## src/rtl/traffic_step_gen.sv

```systemverilog
// Timed step generator for a RED->GRN->YEL traffic-light controller: turns timebase
// ticks into single-cycle advance pulses, mirrors the controller phase and flags desync.
module traffic_step_gen #(
  parameter int CNT_W         = 8,
  parameter int RED_TICKS     = 20,
  parameter int GRN_TICKS     = 16,
  parameter int GRN_PED_TICKS = 6,
  parameter int YEL_TICKS     = 4
) (
  input  logic       clk,
  input  logic       areset,
  input  logic       enable,
  input  logic       tick,
  input  logic       ped_req,
  input  logic       z_fb,
  output logic       step,
  output logic [1:0] phase,
  output logic       ped_ack,
  output logic       sync_err
);

  typedef enum logic [1:0] {
    PH_RED = 2'b00,
    PH_GRN = 2'b01,
    PH_YEL = 2'b10
  } phase_e;

  localparam logic [CNT_W-1:0] RED_M1     = CNT_W'(RED_TICKS - 1);
  localparam logic [CNT_W-1:0] GRN_M1     = CNT_W'(GRN_TICKS - 1);
  localparam logic [CNT_W-1:0] GRN_PED_M1 = CNT_W'(GRN_PED_TICKS - 1);
  localparam logic [CNT_W-1:0] YEL_M1     = CNT_W'(YEL_TICKS - 1);

  phase_e           phase_q, phase_d;
  logic [CNT_W-1:0] cnt_q, cnt_d, dwell_m1;
  logic             step_q, step_d;
  logic             ack_q, ack_d;
  logic             err_q, err_d;
  logic             pend_q, pend_d;
  logic             adv, count_en;

  function automatic phase_e next_phase(input phase_e p);
    case (p)
      PH_RED:  next_phase = PH_GRN;
      PH_GRN:  next_phase = PH_YEL;
      default: next_phase = PH_RED;
    endcase
  endfunction

  always_comb begin
    cnt_d    = cnt_q;
    step_d   = 1'b0;
    phase_d  = phase_q;
    dwell_m1 = RED_M1;
    adv      = step_q & ~err_q;
    count_en = tick & enable & ~err_q & ~step_q;

    case (phase_q)
      PH_GRN:  dwell_m1 = pend_q ? GRN_PED_M1 : GRN_M1;
      PH_YEL:  dwell_m1 = YEL_M1;
      default: dwell_m1 = RED_M1;
    endcase

    // ">=" lets a late pedestrian request cut green short on the very next tick
    if (count_en) begin
      if (cnt_q >= dwell_m1) begin
        cnt_d  = '0;
        step_d = 1'b1;
      end else begin
        cnt_d = cnt_q + CNT_W'(1);
      end
    end

    if (adv) phase_d = next_phase(phase_q);

    ack_d  = adv & (phase_q == PH_YEL) & pend_q;
    pend_d = ped_req | (pend_q & ~ack_d);
    err_d  = err_q | (z_fb != (phase_q == PH_YEL));
  end

  always_ff @(posedge clk or posedge areset) begin
    if (areset) begin
      phase_q <= PH_RED;
      cnt_q   <= '0;
      step_q  <= 1'b0;
      ack_q   <= 1'b0;
      err_q   <= 1'b0;
      pend_q  <= 1'b0;
    end else begin
      phase_q <= phase_d;
      cnt_q   <= cnt_d;
      step_q  <= step_d;
      ack_q   <= ack_d;
      err_q   <= err_d;
      pend_q  <= pend_d;
    end
  end

  assign step     = step_q & ~err_q;
  assign phase    = phase_q;
  assign ped_ack  = ack_q;
  assign sync_err = err_q;

endmodule

```

## config.mk

```make
export PLATFORM = sky130hd
export DESIGN_NAME = traffic_step_gen
export DESIGN_NICKNAME = d
export VERILOG_FILES = /design/src/rtl/traffic_step_gen.sv
export SDC_FILE = /design/constraint.sdc
export NUM_CORES = 1
export LEC_CHECK = 0
export ABC_AREA = 0
export CAP_MARGIN = 20
export CORE_AREA = 5 5 46 48
export CTS_CLUSTER_SIZE = 16
export DETAILED_ROUTE_END_ITERATION = 8
export DIE_AREA = 0 0 51 53
export PLACE_DENSITY = 0.73
export SLEW_MARGIN = 30
export SYNTH_ARGS = -nofsm -noshare
export SYNTH_HDL_FRONTEND = slang
export SYNTH_SLANG_ARGS = --single-unit
```

## constraint.sdc

```tcl
create_clock -name clk -period 2.4 [get_ports clk]
set_clock_uncertainty 0.15 [all_clocks]
set_input_delay 0.48 -clock clk [delete_from_list [all_inputs] [get_ports clk]]
set_output_delay 0.48 -clock clk [all_outputs]
set_load 0.01 [all_outputs]
```

Yosys cells after proc, flatten, opt, wreduce, memory -nomap -nowiden

Index checks and enable logic that the tools add are counted.

Register bits: 14
Input bits: 6
Output and inout port bits: 5
Logic and storage cells: 30

Add/subtract/negate cells: 1
$lt $le $gt $ge: 1
Eq/ne operators: 3
Muxes and demuxes: 6
Bitwise gates (word level): 12
Reductions and logical operators: 1

Operators by type and width:

| cell                                                                  | count |
|---|---|
| 5-bit case mux with 2 select lines                                    | 1 |
| 8-bit by 1-bit adder with 8-bit output, second input constant         | 1 |
| 8-bit greater-or-equal comparator                                     | 1 |
| 8-bit 2-to-1 mux                                                      | 1 |
| 1-bit AND                                                             | 7 |
| 4-bit 2-to-1 mux                                                      | 1 |
| 2-bit case mux with 2 select lines                                    | 1 |
| 1-bit NOT                                                             | 3 |
| 2-bit by 1-bit equality test with 1-bit output, second input constant | 1 |
| 2-bit equality test, second input constant                            | 1 |
| 2-bit zero test                                                       | 1 |
| 1-bit 2-to-1 mux                                                      | 2 |
| 1-bit bitwise OR                                                      | 2 |
| 1-bit != test                                                         | 1 |

Logic depth before layout (Yosys ltp)

Depth in word-level cells: 7
Depth in mapped cells: 9
Gate-level depth less buffers: 9

Least setup slack after synthesis

Ideal clock, no wire load.

Path kind: flip-flop to flip-flop
From: register phase_q[0], in the netlist phase[0]
To: register cnt_q[5]
Library setup time: 0.121 ns
Data arrival time: 1.775 ns
Data required time: 2.129 ns
Slack: 0.354 ns
Cell stages (with the launch flop): 9
Path buffers: 0
Clock period less this slack: 2.046 ns
Cells stage by stage: dfrtp_1 inv_1 ha_1 and3b_1 ha_1 a21oi_1 o221a_2 nor2_2 nor2_1

Word-level cells in the longest chain between the ends: 4
Elaborated cells on any way between the ends: 5
Those cells by class: order compare (1); eq/ne (2); mux (2)

Ends and longest elaborated chain:

| element                                                                               | line | text |
|---|---|---|
| start: declaration                                                                    | 33   | `phase_e phase_q, phase_d;` |
| start signal: assignment                                                              | 89   | `phase_q <= phase_d;` |
| 2-bit equality test or 2-bit by 1-bit equality test with 1-bit output (tied branches) | 57   | `case (phase_q)` |
| 5-bit case mux with 2 select lines *                                                  | 57   |  |
| 8-bit greater-or-equal comparator *                                                   | 65   | `if (cnt_q >= dwell_m1) begin` |
| 8-bit 2-to-1 mux *                                                                    | 65   |  |
| end signal: assignment                                                                | 90   | `cnt_q <= cnt_d;` |
| end: declaration                                                                      | 34   | `logic [CNT_W-1:0] cnt_q, cnt_d, dwell_m1;` |

Every way passes the cells marked *; elsewhere a longest branch is shown, timed or not.
A chain may end at the register's enable or synchronous reset.

Worst setup path after layout

Ends and elaborated chain as after synthesis.

==> run metrics <==
Post-synth ARST share=100%; routing usage on met1=16.6%; combinational fraction of design power=12.6%; syn_nets=95; sequential cell fraction of total power=52.2%; first-pass GRT wire length=2.55 mm; CTS max path bufs=2; power consumption=0.487 mW; Pins Over Slew Limit=0; post-route setup TNS=0 ns; P_sw=0.121 mW; Final Setup Violations=0; DR DRC count=0; Clk pwr share=35.2%; CP most frequent cell=ha_1; GRT Max-Usage Layer=met2; Startpoint Class=register; first drt pass iteration count=3; Tcrit/Tclk final=89.3%; number of port buffers=10; hpwl dp=1.12 mm; Setup Fix Bufs, Post-CTS=0; crit path time final=2.14 ns; max-cap violations=0; post-synthesis sequential area ratio=43.3%; Post-synth top flop=dfrtp_1; I/O Pins=11; drt initial violations=9; Post-CTS Hold Buffers=0; worst skew pair latency=0.28 ns; routed vias/inst=5.27; Placed Cells incl. Taps=106; Syn-to-layout area delta=19.3%; Non-Filler Instances=110; Power Dens Cells=504 mW/mm^2; layout cells sized above 1=10.8%; status=finished, final reports clean; fin nets=109; Rows=15; Synth cell types=26; CP max FO=7; Synth area leaders=dfrtp_1 (43%), ha_1 (14%), nand2_1 (6.5%), nand4bb_4 (3.4%), xnor2_1 (3.2%); worst-path cell chain=inv_1 -> ha_1 -> and3b_1 -> ha_1 -> a21oi_1 -> o221a_2 -> nor2_2 -> nor2_1; Hold Path Class=register to register; actual slew at the worst max-slew pin=0.536 ns; Seq cells post-synth=14; TritonCTS buffer count=3; Synth top area share=43.3%; Final WS setup=0.258 ns; mapped cell area=810 sq um; fin area=966 sq um; Die H=53 um; Die ar.=0.00270 sq mm; via count=580; H-tree levels=1; largest area contributor in the netlist=dfrtp_1; Post-synth EDFFs=0; synth warn=0; area of the core=0.00167 sq mm; RSZ-0062 raised after global routing=false; Crit Path Class=register to register; grt met2 use=18.7%; Layout fillers=151; met3 Use GR=3.94%; Tot GR Track Use=12.6%; Post-Route WL=1.46 mm; initial antenna violation count=0; Routed Antenna Nets=0; clk root buf=clkbuf_4; Overflow after GRT=0; pre-CTS WS=0.252 ns; Fin. Hold Viols=0; slowest cell on the critical path=dfrtp_1; data required time of the critical path=2.42 ns; Max VDD drop=289 uV; Power Internal=0.366 mW; average size of a mapped cell=10.1 sq um; Syn Inst Count=80; Post-CTS Resized=0; Net Sw Frac=24.8%; post-detailed-route wirelength per cell=13.3 um; largest net degree at the start of global routing=15; number of global-route vias before repair=571; crit-path leading delay family=adder cells; critical path's largest stage delay=0.41 ns; max frequency=0.467 GHz; worst path buffer plus inverter count=1; Worst-path clk slew=0.08 ns; Crit. End Element=register; die width=51 um; placed inst area=930 sq um; Sequential Area=350 sq um; Arrival @ worst endpoint=2.16 ns; leakage power=0.411 nW; commonest cells in the netlist=dfrtp_1 (14), nand2_1 (14), ha_1 (9); Slew HR=64.2%; # diodes=0; clk sinks=14; Multi-input gate area=435 sq um; TritonCTS clock tree=done; GP Congestion=0.731; initial core utilization=48.5%
## area by class of cell
cell class                 instances  area share [%]
multi-input combinational         60            45.1
sequential                        14            36.3
timing repair buffer              11            11.1
clock buffer                       4            3.76
tap                               17            2.20
inverter                           4            1.55
## logic make-up (layout without fill, tap and decap cells)
logic type | count (synthesis) | in the layout | share of synthesized area, %
DFF | 14 | 14 | 43.3
adders and majority gates | 9 | 9 | 13.9
xor gates and xnor gates | 3 | 3 | 3.25
and+or+nand+nor | 38 | 38 | 28.6
AOI/OAI and AO/OA | 10 | 10 | 8.04
buffers and inverters | 6 | 19 | 2.94
## cells in the final DEF (no fill, tap or decap)
cell,netlist,final
nand2_1,14,14
and2_1,1,1
a22o_1,1,1
nor3b_1,1,1
nand4b_1,1,1
clkdlybuf4s50_1,0,10
xnor2_1,3,3
and3b_1,1,1
clkbuf_4,0,3
nand3_1,4,4
nand2b_1,3,3
o21ai_0,4,4
nor2b_1,2,2
o221a_2,1,1
nor2_1,2,2
nand4bb_4,1,1
buf_4,0,1
ha_1,9,9
and3_1,1,1
nor4_1,1,1
dfrtp_1,14,14
a21o_1,2,2
nor4_4,1,1
clkbuf_8,0,1
nor3_1,3,3
a21oi_1,2,2
inv_1,4,4
nor2_2,2,2
## through the flow
step	utilization [%]	hold WS, ns
global placement	55.7	0.342
detailed placement	55.7	0.350
finish	57.8	0.359
CTS	57.8	0.370
floorplan	-	0.219
global route	57.8	0.412
## layer usage
layer | wire, um | part of all wire (%) | up-vias
li1 | - | - | 298
met1 | 734 | 50 | 268
met2 | 645 | 44 | 10
met3 | 52 | 3.6 | 4
met4 | 27 | 1.8 | 0
met5 | 0 | 0 | -
## state kept, by name, summed over array words and instances, names as in the netlist
register,flops
phase,2
step_q,1
ped_ack,1
cnt_q,8
pend_q,1
sync_err,1
## worst reg2reg max path, delay by kind of cell (launching register included)
kind	cells	cell delay (ns)
adders and majority gates	2	0.59
buffers and inverters	1	0.09
AOI/OAI and AO/OA	2	0.39
DFF	1	0.41
and+or+nand+nor	3	0.41
## worst paths after layout
path                           from        to  slack (ns)  depth (start not counted)
hold reg to reg              pend_q    pend_q        0.36                          1
min in group asynchronous    areset  cnt_q[1]        0.40                          2
max in group asynchronous    areset    pend_q        1.34                          2
hold / removal               pend_q    pend_q        0.36                          1
setup reg to reg           phase[0]  cnt_q[5]        0.26                          8
setup / recovery           phase[0]  cnt_q[5]        0.26                          8
## power groups by stage
| stage | Combinational, mW | Clock (mW) | Sequential (mW) |
|---|---|---|---|
| 2_1_floorplan | 0.0415 | 0 | 0.256 |
| 6_report | 0.0615 | 0.171 | 0.254 |
| 3_3_place_gp | 0.0602 | 0 | 0.259 |
| 3_5_place_dp | 0.0611 | 0 | 0.259 |
| 5_1_grt | 0.0699 | 0.189 | 0.256 |
| 4_1_cts | 0.0623 | 0.175 | 0.254 |
Power figures use the tool's default switching activity.
